## src/rtl/sys_cmd_pkg.sv

```systemverilog
`default_nettype none
// ============================================================================
// Module      : sys_cmd_pkg
// Description : Shared command-frame definitions for the RX command decoder.
//               Opcodes, FSM state encoding and fixed ALU operand addresses.
// Revision    : 1.0 - initial release
// ============================================================================
package sys_cmd_pkg;

  // Opcode bytes; only recognised as the first byte of a frame
  localparam logic [7:0] CMD_WR      = 8'hAA;
  localparam logic [7:0] CMD_RD      = 8'hBB;
  localparam logic [7:0] CMD_ALU_OP  = 8'hCC;
  localparam logic [7:0] CMD_ALU_NOP = 8'hDD;

  // Register-file slots that receive the ALU operands of a CMD_ALU_OP frame
  localparam int unsigned OPA_ADDR = 0;
  localparam int unsigned OPB_ADDR = 1;

  // Decoder FSM state encoding
  typedef logic [3:0] state_t;
  localparam state_t ST_IDLE     = 4'd0;
  localparam state_t ST_WR_ADDR  = 4'd1;
  localparam state_t ST_WR_DATA  = 4'd2;
  localparam state_t ST_RD_ADDR  = 4'd3;
  localparam state_t ST_RD_WAIT  = 4'd4;
  localparam state_t ST_OPA      = 4'd5;
  localparam state_t ST_OPB      = 4'd6;
  localparam state_t ST_FUN      = 4'd7;
  localparam state_t ST_ALU_WAIT = 4'd8;
  localparam state_t ST_TX_LO    = 4'd9;
  localparam state_t ST_TX_HI    = 4'd10;

endpackage
`default_nettype wire

```

## src/rtl/rx_cmd_decoder.sv

```systemverilog
`default_nettype none
// ============================================================================
// Module      : rx_cmd_decoder
// Description : Parses synchronized UART RX bytes into register-file writes,
//               reads and ALU operations; returns results byte-wise (LSB
//               first) over a valid/ready TX interface. All outputs registered.
// Revision    : 1.0 - initial release
// ============================================================================
module rx_cmd_decoder
  import sys_cmd_pkg::*;
#(
  parameter int DATA_WIDTH = 8,
  parameter int ADDR_WIDTH = 4,
  parameter int FUN_WIDTH  = 4
) (
  input  logic                    CLK,
  input  logic                    RST,
  input  logic [DATA_WIDTH-1:0]   rx_data,
  input  logic                    rx_valid,
  output logic                    wr_en,
  output logic                    rd_en,
  output logic [ADDR_WIDTH-1:0]   addr,
  output logic [DATA_WIDTH-1:0]   wr_data,
  input  logic [DATA_WIDTH-1:0]   rd_data,
  input  logic                    rd_valid,
  output logic                    alu_en,
  output logic [FUN_WIDTH-1:0]    alu_fun,
  output logic                    clk_gate_en,
  input  logic [2*DATA_WIDTH-1:0] alu_out,
  input  logic                    alu_valid,
  output logic [DATA_WIDTH-1:0]   tx_data,
  output logic                    tx_valid,
  input  logic                    tx_ready
);

  state_t                  state_q,    state_d;
  logic                    wr_en_q,    wr_en_d;
  logic                    rd_en_q,    rd_en_d;
  logic                    alu_en_q,   alu_en_d;
  logic [ADDR_WIDTH-1:0]   addr_q,     addr_d;
  logic [DATA_WIDTH-1:0]   wr_data_q,  wr_data_d;
  logic [FUN_WIDTH-1:0]    alu_fun_q,  alu_fun_d;
  logic                    cg_q,       cg_d;
  logic [DATA_WIDTH-1:0]   tx_data_q,  tx_data_d;
  logic                    tx_valid_q, tx_valid_d;
  logic [DATA_WIDTH-1:0]   tx_hi_q,    tx_hi_d;
  logic                    tx_two_q,   tx_two_d;

  logic                    w_accept;
  assign w_accept = tx_valid_q & tx_ready;

  // Next-state logic: frame parsing, one-cycle strobes and result sequencing
  always_comb begin
    state_d    = state_q;
    wr_en_d    = 1'b0;
    rd_en_d    = 1'b0;
    alu_en_d   = 1'b0;
    addr_d     = addr_q;
    wr_data_d  = wr_data_q;
    alu_fun_d  = alu_fun_q;
    cg_d       = cg_q;
    tx_data_d  = tx_data_q;
    tx_valid_d = tx_valid_q;
    tx_hi_d    = tx_hi_q;
    tx_two_d   = tx_two_q;
    case (state_q)
      ST_IDLE: begin
        if (rx_valid) begin
          if (rx_data == DATA_WIDTH'(CMD_WR))           state_d = ST_WR_ADDR;
          else if (rx_data == DATA_WIDTH'(CMD_RD))      state_d = ST_RD_ADDR;
          else if (rx_data == DATA_WIDTH'(CMD_ALU_OP))  state_d = ST_OPA;
          else if (rx_data == DATA_WIDTH'(CMD_ALU_NOP)) state_d = ST_FUN;
        end
      end
      ST_WR_ADDR: begin
        if (rx_valid) begin
          addr_d  = rx_data[ADDR_WIDTH-1:0];
          state_d = ST_WR_DATA;
        end
      end
      ST_WR_DATA: begin
        if (rx_valid) begin
          wr_en_d   = 1'b1;
          wr_data_d = rx_data;
          state_d   = ST_IDLE;
        end
      end
      ST_RD_ADDR: begin
        if (rx_valid) begin
          rd_en_d = 1'b1;
          addr_d  = rx_data[ADDR_WIDTH-1:0];
          state_d = ST_RD_WAIT;
        end
      end
      ST_RD_WAIT: begin
        if (rd_valid) begin
          tx_data_d  = rd_data;
          tx_valid_d = 1'b1;
          tx_two_d   = 1'b0;
          state_d    = ST_TX_LO;
        end
      end
      ST_OPA: begin
        if (rx_valid) begin
          wr_en_d   = 1'b1;
          addr_d    = ADDR_WIDTH'(OPA_ADDR);
          wr_data_d = rx_data;
          state_d   = ST_OPB;
        end
      end
      ST_OPB: begin
        if (rx_valid) begin
          wr_en_d   = 1'b1;
          addr_d    = ADDR_WIDTH'(OPB_ADDR);
          wr_data_d = rx_data;
          state_d   = ST_FUN;
        end
      end
      ST_FUN: begin
        if (rx_valid) begin
          alu_en_d  = 1'b1;
          alu_fun_d = rx_data[FUN_WIDTH-1:0];
          cg_d      = 1'b1;
          state_d   = ST_ALU_WAIT;
        end
      end
      ST_ALU_WAIT: begin
        if (alu_valid) begin
          cg_d       = 1'b0;
          tx_data_d  = alu_out[DATA_WIDTH-1:0];
          tx_hi_d    = alu_out[2*DATA_WIDTH-1:DATA_WIDTH];
          tx_two_d   = 1'b1;
          tx_valid_d = 1'b1;
          state_d    = ST_TX_LO;
        end
      end
      ST_TX_LO: begin
        if (w_accept) begin
          if (tx_two_q) begin
            tx_data_d = tx_hi_q;
            state_d   = ST_TX_HI;
          end else begin
            tx_valid_d = 1'b0;
            state_d    = ST_IDLE;
          end
        end
      end
      ST_TX_HI: begin
        if (w_accept) begin
          tx_valid_d = 1'b0;
          state_d    = ST_IDLE;
        end
      end
      default: state_d = ST_IDLE;
    endcase
  end

  // State and output registers with synchronous active-low reset
  always_ff @(posedge CLK) begin
    if (!RST) begin
      state_q    <= ST_IDLE;
      wr_en_q    <= 1'b0;
      rd_en_q    <= 1'b0;
      alu_en_q   <= 1'b0;
      addr_q     <= '0;
      wr_data_q  <= '0;
      alu_fun_q  <= '0;
      cg_q       <= 1'b0;
      tx_data_q  <= '0;
      tx_valid_q <= 1'b0;
      tx_hi_q    <= '0;
      tx_two_q   <= 1'b0;
    end else begin
      state_q    <= state_d;
      wr_en_q    <= wr_en_d;
      rd_en_q    <= rd_en_d;
      alu_en_q   <= alu_en_d;
      addr_q     <= addr_d;
      wr_data_q  <= wr_data_d;
      alu_fun_q  <= alu_fun_d;
      cg_q       <= cg_d;
      tx_data_q  <= tx_data_d;
      tx_valid_q <= tx_valid_d;
      tx_hi_q    <= tx_hi_d;
      tx_two_q   <= tx_two_d;
    end
  end

  assign wr_en       = wr_en_q;
  assign rd_en       = rd_en_q;
  assign alu_en      = alu_en_q;
  assign addr        = addr_q;
  assign wr_data     = wr_data_q;
  assign alu_fun     = alu_fun_q;
  assign clk_gate_en = cg_q;
  assign tx_data     = tx_data_q;
  assign tx_valid    = tx_valid_q;

endmodule
`default_nettype wire
```

## config.mk

```make
export PLATFORM = sky130hd
export DESIGN_NAME = rx_cmd_decoder
export DESIGN_NICKNAME = d
export VERILOG_FILES = /design/src/rtl/sys_cmd_pkg.sv /design/src/rtl/rx_cmd_decoder.sv
export SDC_FILE = /design/constraint.sdc
export NUM_CORES = 1
export LEC_CHECK = 0
export BUFFER_PORTS_ARGS = -buffer_cell sky130_fd_sc_hd__buf_4
export CORE_ASPECT_RATIO = 2
export CORE_MARGIN = 1.5
export CORE_UTILIZATION = 54
export DETAILED_ROUTE_END_ITERATION = 10
export PLACE_DENSITY = 0.84
export SYNTH_ARGS = -nofsm -noshare
export SYNTH_HDL_FRONTEND = slang
export SYNTH_SLANG_ARGS = --single-unit
```

## constraint.sdc

```tcl
create_clock -name CLK -period 4.24 [get_ports CLK]
set_clock_uncertainty 0.2 [all_clocks]
set_input_delay 0.848 -clock CLK [delete_from_list [all_inputs] [get_ports CLK]]
set_output_delay 0.848 -clock CLK [all_outputs]
set_load 0.01 [all_outputs]
```

==> results of run 1 <==
-- flip-flops by register name, indices dropped and copies added (netlist names) --
register	flops
rd_en	1
tx_two_q	1
alu_fun	4
alu_en	1
clk_gate_en	1
tx_data	8
addr	4
wr_en	1
state_q	4
wr_data	8
tx_valid	1
tx_hi_q	8
-- logic make-up (layout without fill, tap and decap cells) --
family / count (synthesis) / after routing
DFF: 42 / 42
buffers and inverters: 18 / 78
muxes: 30 / 30
AOI/OAI and AO/OA: 46 / 46
xor gates and xnor gates: 3 / 3
and+or+nand+nor: 90 / 90
-- routing by layer --
| layer | track usage [%] | share of wire [%] | up-vias |
|---|---|---|---|
| met5 | 0 | 0 | - |
| met4 | 9.49 | 1.8 | 0 |
| met3 | 5.00 | 4.0 | 9 |
| li1 | - | - | 922 |
| met2 | 43.9 | 58 | 53 |
| met1 | 29.6 | 36 | 868 |
-- worst max path at each step --
stage                       startpoint                       to  slack, ps  depth (start not counted)
2_1_floorplan               rx_data[6]  state_q[0]$_SDFFE_PN0P_       2010                          5
3_3_place_gp   state_q[0]$_SDFFE_PN0P_  tx_data[2]$_SDFFE_PN0P_       1510                          5
3_5_place_dp   state_q[0]$_SDFFE_PN0P_  tx_data[2]$_SDFFE_PN0P_       1420                          5
4_1_cts        state_q[0]$_SDFFE_PN0P_  tx_data[2]$_SDFFE_PN0P_       1380                          5
5_1_grt        state_q[0]$_SDFFE_PN0P_  tx_data[3]$_SDFFE_PN0P_       1130                          5
6_report       state_q[0]$_SDFFE_PN0P_  tx_data[2]$_SDFFE_PN0P_       1370                          5
-- stage by stage --
stage               total power (uW)  hold WS (ps)  utilization, %
CTS                             1290           257            73.0
finish                          1290           255            73.0
global route                    1370           278            73.0
floorplan                        887           266               -
global placement                1010           238            70.4
detailed placement              1020           245            70.4
-- layout make-up --
cell class,instances,area [um^2]
clock inverter,2,12.5
tap,49,61.3
multi-input combinational,169,1150
clock buffer,6,82.6
fill,327,983
timing repair buffer,67,503
inverter,3,11.3
sequential,42,841
-- where the power goes --
group / leakage, uW / switching (uW) / total, uW / internal (uW)
registers: 0.000340 / 92.1 / 536 / 444
logic: 0.000704 / 241 / 480 / 239
clock network: 0.0000472 / 139 / 270 / 131
total: 0.00109 / 471 / 1290 / 815
-- synthesized netlist by cell type --
| cell | n | area, um^2 |
|---|---|---|
| nand3_1 | 8 | 40.0 |
| dfxtp_1 | 42 | 841 |
| xor2_1 | 3 | 26.3 |
| a32o_1 | 1 | 10.0 |
| a221oi_1 | 1 | 8.76 |
| o311a_1 | 1 | 10.0 |
| o21ai_0 | 3 | 15.0 |
| nor3b_1 | 5 | 37.5 |
| a22o_1 | 1 | 8.76 |
| a21oi_1 | 7 | 35.0 |
| o31ai_1 | 1 | 7.51 |
| a21boi_1 | 12 | 90.1 |
| mux2i_1 | 29 | 290 |
| buf_6 | 1 | 11.3 |
| o21a_1 | 2 | 15.0 |
| mux2_2 | 1 | 11.3 |
| inv_2 | 1 | 3.75 |
| nand4bb_1 | 2 | 22.5 |
| a211oi_1 | 1 | 7.51 |
| a32oi_1 | 2 | 17.5 |
| nor2b_1 | 27 | 169 |
| clkbuf_1 | 8 | 30.0 |
| a211o_1 | 8 | 70.1 |
| or3b_1 | 2 | 17.5 |
| a2111oi_2 | 1 | 15.0 |
| buf_2 | 6 | 30.0 |
| nand2b_1 | 2 | 12.5 |
| a22oi_1 | 1 | 7.51 |
| nand2_1 | 23 | 86.3 |
| and2_1 | 3 | 18.8 |
| nor2_1 | 18 | 67.6 |
| o211ai_2 | 1 | 12.5 |
| o211ai_1 | 1 | 7.51 |
| inv_1 | 2 | 7.51 |
| o21ai_1 | 1 | 5.00 |
| a2111oi_0 | 1 | 8.76 |
-- cells in the final DEF (no fill, tap or decap), types with 2 or more instances in the layout --
cell / instances
buf_4: 67
o21ai_0: 3
or3b_1: 2
a21oi_1: 7
a21boi_1: 12
nor3b_1: 5
nor2_1: 18
nand2b_1: 2
and2_1: 3
xor2_1: 3
nand3_1: 8
inv_1: 2
dfxtp_1: 42
a211o_1: 8
o21a_1: 2
nand2_1: 23
mux2i_1: 29
clkbuf_8: 6
nand4bb_1: 2
a32oi_1: 2
nor2b_1: 27
-- worst register-to-register path: stages (launching register included) --
cell and delay, ps:
dfxtp_1 990, nor2_1 300, o21ai_1 300, o211ai_1 500, a211o_1 410, a21boi_1 120
==> flow_summary.toml, run 1 <==
[yosys]
netlist_area_um2 = 2070
yosysSeqAreaShare_pct = 40.5
muxShareOfSynthArea_pct = 14.5
syn-num-nets = 267
synth_fa_ha_area_share_pct = 0
yosysWarnings = 0
synth_top_family_by_area = "simple AND/OR/NAND/NOR gates"
synth-seq-cells = 42
synth-xor-area-share_pct = 1.27
post_synth_and_or_nand_nor_area_fraction_pct = 22.7
yosys.cell_types.count = 36
syn_inst = 229
synth_compound_area_share_pct = 16.9
avgSynthCellArea_um2 = 9.06

[drt]
postRouteAntennaNets = 0
wl_per_cell_um = 14.6
drc = 0
route.final.wire_length_um = 4940
vias = 1852
drt_iter0_drc = 28
vias_per_cell = 5.48
drtPass1Iterations = 4

[job]
drv_cap = 0

[cells_and_area]
fin_cells = 338
fin_nets = 326
drive_gt1_share_pct = 27.3
area_growth_pct = 28.3
final_area_um2 = 2660
antenna_cells = 0

[setup_path]
rr_worst_depth = 5
r2r-start = "state_q[0]$_SDFFE_PN0P_"
r2r_end = "tx_data[2]$_SDFFE_PN0P_"
critPathKind = "register to register"
crit_slowest_cell = "dfxtp_1"
critPathTopFamily = "compound AO/OA/AOI/OAI gates"
cp_max_fo = 25
critPathArrivalTime_ps = 2910
required_ps = 4280
crit_buf_inv = 0
path_cells = "nor2_1, o21ai_1, o211ai_1, a211o_1, a21boi_1"
ff2ff_setup_slack_ps = 1370
cp-start-kind = "register"
end_kind = "register"
critPathMaxStageDelay_ps = 990

[floorplan]
rows = 31
dieArea_um2 = 4240
initial_core_util_pct = 56.9
die_y_um = 90.7
fp.dieW_um = 46.8
io-pin-count = 67
coreArea_um2 = 3650

[min_path]
hold_path_depth = 2
hold_class = "register to register"
worstHoldStart = "addr[2]$_SDFFE_PN0P_"
holdPathEnd = "addr[2]$_SDFFE_PN0P_"

[global_routing]
grt-ovfl-total = 0
antenna_found_initial = 0
track_usage_pct = 25.7
grt_pass1_vias = 1803
grt_pass1_wl_um = 8140
grt_start_max_net_pins = 42

[outcome]
outcome = "finished, final reports clean"

[clocking]
clk_latency_ps = 300
htreeDepth = 2
cts_made_buffers = 5
clock-sinks = 42
clock_path_buffers = 2
cts_resized = 0
root_buffer = "clkbuf_8"
post_cts_buffers = 0
cts_tree = "built"
clk_pin_slew_worst_paths_ps = 80
cts_hold_buf = 0

[timing]
setup_violations = 0
min_period_ps = 2870
worstMarginPinSlew_ps = 1090
rsz0062_at_grt = "no"
fmax_ghz = 0.348
slew_headroom_pct = 27.3
hold_viol = 0
fin_crit_sh_pct = 67.7
worst_slack_ps = 1370
maxSlewViolCount = 0
setup_tns_ps = 0

[placed_design]
port_buffers = 66
dpl_cell_area_um2 = 2570
gp_congestion = 0.901
place_ws_ps = 1420
placed_cells_incl_taps = 330
dp_hpwl_um = 3600

[pwr]
p_per_area_nw_per_um2 = 483
ir_drop_uv = 322
leakage_uw = 0.00109
No activity file was read; power rests on OpenSTA's default activity.
==> inputs of run 2 (changes only) <==
- CORE_UTILIZATION: 54 -> 50
- PLACE_DENSITY: 0.84 -> 0.79
- clock period: 4.24 -> 2.8 ns (I/O delays scaled with it)
==> run 2 against run 1 <==
  * Total power rose by 70%
  * Largest power group is now combinational logic
  * Sequential power grew 48%
  * Clock-buffer cell count fell by 1
  * Register-to-register slack got worse by 940 ps
  * Sequential share of layout area is 0.88 points lower
==> flow_summary.toml, run 2 (synthesis results as in run 1) <==
[outcome]
outcome = "finished, final reports clean"

[cells_and_area]
area_growth_pct = 32.0
fin_nets = 330
layout_commonest_cell = "buf_4"
drive_gt1_share_pct = 28.3
antenna_cells = 0
fin_cells = 345
utilization_pct = 67.7
layout_common_cells = "buf_4, dfxtp_1, mux2i_1"

[timing]
fmax_ghz = 0.423
worstMarginPinSlew_ps = 636
setup_violations = 0
min_period_ps = 2370
hold_viol = 0
maxSlewViolCount = 0
setup_tns_ps = 0
fin_crit_sh_pct = 84.5
rsz0062_at_grt = "no"
slew_headroom_pct = 57.5
worst_slack_ps = 434

[setup_path]
cp-start-kind = "register"
end_kind = "register"
rr_worst_depth = 5
required_ps = 2850
critPathArrivalTime_ps = 2410
crit_slowest_cell = "dfxtp_1"
path_cells = "or3b_1, a32oi_1, o211ai_2, a2111oi_2, o21a_1"
critPathMaxStageDelay_ps = 690
critPathKind = "register to register"
cp_max_fo = 18

[placed_design]
port_buffers = 66
placed_cells_incl_taps = 337
dp_hpwl_um = 3890
place_ws_ps = 480
gp_congestion = 0.888

[pwr]
power_uw = 2180
p_per_area_nw_per_um2 = 796
ir_drop_uv = 559
leakage_uw = 0.00113

[global_routing]
grt_pass1_wl_um = 8580
grt_start_max_net_pins = 42
grt_pass1_vias = 1908
grt-ovfl-total = 0
track_usage_pct = 24.0
antenna_found_initial = 0

[clocking]
htreeDepth = 2
post_cts_buffers = 0
clk_latency_ps = 300
root_buffer = "clkbuf_8"
clock-sinks = 42
clock_path_buffers = 2
cts_hold_buf = 0
clk_pin_slew_worst_paths_ps = 90
cts_resized = 0
cts_tree = "built"
cts_made_buffers = 5

[drt]
vias = 1856
route.final.wire_length_um = 5240
drt_iter0_drc = 41
met3_length_um = 143
postRouteAntennaNets = 0
highest_layer = "met4"
wl_per_cell_um = 15.2
drtPass1Iterations = 6
wl_met2_um = 3040
met1_length_um = 1940
drc = 0
vias_per_cell = 5.38

[floorplan]
rows = 33
coreArea_um2 = 4050
fp.dieW_um = 48.5
die_y_um = 94.1
initial_core_util_pct = 51.3
io-pin-count = 67
dieArea_um2 = 4570

[job]
drv_cap = 0

[min_path]
hold_path_depth = 2
hold_class = "register to register"
[run 2: changes by cell type in the layout (fill, tap and decap cells not counted), sizes merged]
cell / before / now
clkbuf: 6 / 5
bufinv: 0 / 2
clkinvlp: 1 / 0
buf: 67 / 71
[run 2: power by group]
group          leakage (uW)  switching, uW  internal (uW)
sequential         0.000340            120            673
clock             0.0000683            221            357
combinational      0.000724            418            391
[run 2: layer usage]
layer,up-vias,global-route usage [%]
met5,-,0
met4,0,9.29
met3,10,3.34
met2,55,47.8
met1,868,24.6
li1,923,-
[run 2: critical path, delay by kind of cell, from the launching register on]
| kind | cells | cell delay (ps) |
|---|---|---|
| AOI/OAI and AO/OA | 4 | 1040 |
| DFF | 1 | 690 |
| and+or+nand+nor | 1 | 400 |
[run 2: metrics by stage]
stage | hold slack [ps] | area, um^2
global route | 282 | 2740
global placement | 239 | 2600
CTS | 260 | 2740
detailed placement | 248 | 2600
floorplan | 266 | 2070
finish | 258 | 2740
[run 2: path summary, 6_finish.rpt]
check | end | slack, ps | startpoint
max reg2reg | state_q[0]$_SDFFE_PN0P_ | 430 | state_q[2]$_SDFFE_PN0P_
min | tx_data[6]$_SDFFE_PN0P_ | 260 | tx_data[6]$_SDFFE_PN0P_
min reg2reg | tx_data[6]$_SDFFE_PN0P_ | 260 | tx_data[6]$_SDFFE_PN0P_
max | state_q[0]$_SDFFE_PN0P_ | 430 | state_q[2]$_SDFFE_PN0P_
[run 2: final cells by class]
class	count	area (um^2)
Fill cell	354	1310
Multi-Input combinational cell	169	1150
Sequential cell	42	841
Timing Repair Buffer	71	533
Clock buffer	5	68.8
Clock inverter	3	68.8
Tap cell	52	65.1
Inverter	3	11.3
==> inputs of run 3 (changes only) <==
- ABC_AREA: default -> 1
- CORE_UTILIZATION: 50 -> 45
- PLACE_DENSITY: 0.79 -> 0.75
- clock period: 2.8 -> 1.95 ns (I/O delays scaled with it)
==> run 3 against run 2 <==
  * Combinational power is 83% higher
  * Worst setup slack got worse by 310 ps
  * Synthesized cell count increased by 26%
  * Largest cell class unchanged
  * Total power increased by 49%
  * Critical path type unchanged
  * Wire length decreased by 0.23%
==> flow_summary.toml, run 3 <==
[outcome]
outcome = "finished, final reports clean"

[global_routing]
grt_pass1_wl_um = 8280
antenna_found_initial = 0
grt_start_max_net_pins = 36
track_usage_pct = 21.8
grt_pass1_vias = 1960
grt-ovfl-total = 0

[floorplan]
coreArea_um2 = 4300
io-pin-count = 67
rows = 34
fp.dieW_um = 50.0
die_y_um = 97.1
initial_core_util_pct = 46.3
dieArea_um2 = 4860

[cells_and_area]
fillers = 434
area_growth_pct = 33.6
fin_cells = 414
drive_gt1_share_pct = 29.7
utilization_pct = 61.9
antenna_cells = 0
layout_common_cells = "buf_4, nand2_1, dfxtp_1"
layout_commonest_cell = "buf_4"
fin_nets = 398

[timing]
maxSlewViolCount = 0
rsz0062_at_grt = "no"
setup_violations = 0
min_period_ps = 1830
worstMarginPinSlew_ps = 336
fin_crit_sh_pct = 93.6
hold_viol = 0
fmax_ghz = 0.548
slew_headroom_pct = 77.5
finalHoldWorstSlack_ps = 137
setup_tns_ps = 0

[yosys]
synthArstFlopShare_pct = 0
syn_inst = 288
yosysSeqAreaShare_pct = 42.2
synth_area_leader_cell = "dfxtp_1"
synth_area_leaders = "dfxtp_1, nand2_1, a21oi_1"
yosys.cell_types.count = 24
syn-num-nets = 326
netlist_area_um2 = 1990
synthTopCellsByCount = "nand2_1, dfxtp_1, nor2_1"
synth.most_common_cell = "nand2_1"
synth_top_area_share_pct = 42.2
avgSynthCellArea_um2 = 6.91
yosysWarnings = 0
synth-seq-cells = 42
synth_flop_cell = "dfxtp_1"
synth_edf_count = 0

[drt]
route.final.wire_length_um = 5230
drc = 0
postRouteAntennaNets = 0
drt_iter0_drc = 24
vias_per_cell = 5.05
vias = 2092
wl_per_cell_um = 12.6
drtPass1Iterations = 4

[setup_path]
endpoint = "tx_data[7]$_SDFFE_PN0P_"
rr_worst_depth = 7
required_ps = 1950
r2r_end = "tx_data[7]$_SDFFE_PN0P_"
ff2ff_setup_slack_ps = 120
cp_max_fo = 9
crit_start = "state_q[0]$_SDFFE_PN0P_"
critPathKind = "register to register"
end_kind = "register"
crit_slowest_cell = "dfxtp_1"
critPathMaxStageDelay_ps = 440
cp-start-kind = "register"
critical_path.most_common_cell = "nor2_2"
r2r-start = "state_q[0]$_SDFFE_PN0P_"
path_cells = "inv_1, nor2_2, nand2_2, o21ai_4, nor2_4, nor2_2, nor2_2"
critPathArrivalTime_ps = 1820

[pwr]
leakage_uw = 0.00124
power_uw = 3250
p_per_area_nw_per_um2 = 1220
ir_drop_uv = 813

[placed_design]
placed_cells_incl_taps = 406
dp_hpwl_um = 3960
gp_congestion = 0.892
port_buffers = 66

[clocking]
clk_latency_ps = 290
clk_pin_slew_worst_paths_ps = 80
cts_resized = 0
htreeDepth = 2
clock_path_buffers = 2
cts_tree = "built"
cts_made_buffers = 5
post_cts_buffers = 0
clock-sinks = 42
cts_hold_buf = 0
root_buffer = "clkbuf_8"

[min_path]
hold_class = "input pin to register"

[job]
drv_cap = 0
[run 3: kinds of logic after synthesis]
| logic type | count (synthesis) | share of synthesized area, % |
|---|---|---|
| and+or+nand+nor | 144 | 32.9 |
| AOI/OAI and AO/OA | 67 | 17.5 |
| DFF | 42 | 42.2 |
| buffers and inverters | 35 | 7.35 |
[run 3: power breakdown]
group          total, uW  internal [uW]  switching [uW]
sequential          1240           1080             154
combinational       1480            624             856
clock                532            240             292
[run 3: per-stage QoR]
stage	setup WS [ps]	instance area, um^2
detailed placement	33.8	2550
global placement	71.3	2550
floorplan	251	1990
CTS	20.9	2630
global route	27.5	2660
finish	124	2660
[run 3: worst min path at each step]
stage / cells after the start / from / to / slack [ps]
CTS: 3 / rx_data[7] / wr_data[7]$_SDFFE_PN0P_ / 140
global route: 3 / rx_data[7] / wr_data[7]$_SDFFE_PN0P_ / 150
detailed placement: 2 / alu_fun[2]$_SDFFE_PN0P_ / alu_fun[2]$_SDFFE_PN0P_ / 240
floorplan: 2 / tx_hi_q[0]$_SDFFE_PN0P_ / tx_hi_q[0]$_SDFFE_PN0P_ / 220
finish: 3 / rx_data[7] / wr_data[7]$_SDFFE_PN0P_ / 140
global placement: 2 / alu_fun[2]$_SDFFE_PN0P_ / alu_fun[2]$_SDFFE_PN0P_ / 230
[run 3: metal layers]
metal	wire length, um	share of wire, %	track usage [%]
met5	0	0	0
met4	115	2.2	11.1
met3	273	5.2	4.62
met2	2910	56	41.0
met1	1930	37	20.7
[run 3: area by class of cell]
cell class	instances	area, um^2	area share, %
clock buffers	5	68.8	2.59
clock inverters	2	10.0	0.376
inverters	29	109	4.09
multi-input cells	212	1040	39.0
flip-flops and latches	42	842	31.7
well taps	54	67.6	2.54
repair buffers	70	526	19.8
[run 3: critical path: cells and delay by family (launching register included)]
kind	cells	cell delay [ps]
and+or+nand+nor	5	700
DFF	1	440
AOI/OAI and AO/OA	1	260
buffers and inverters	1	120
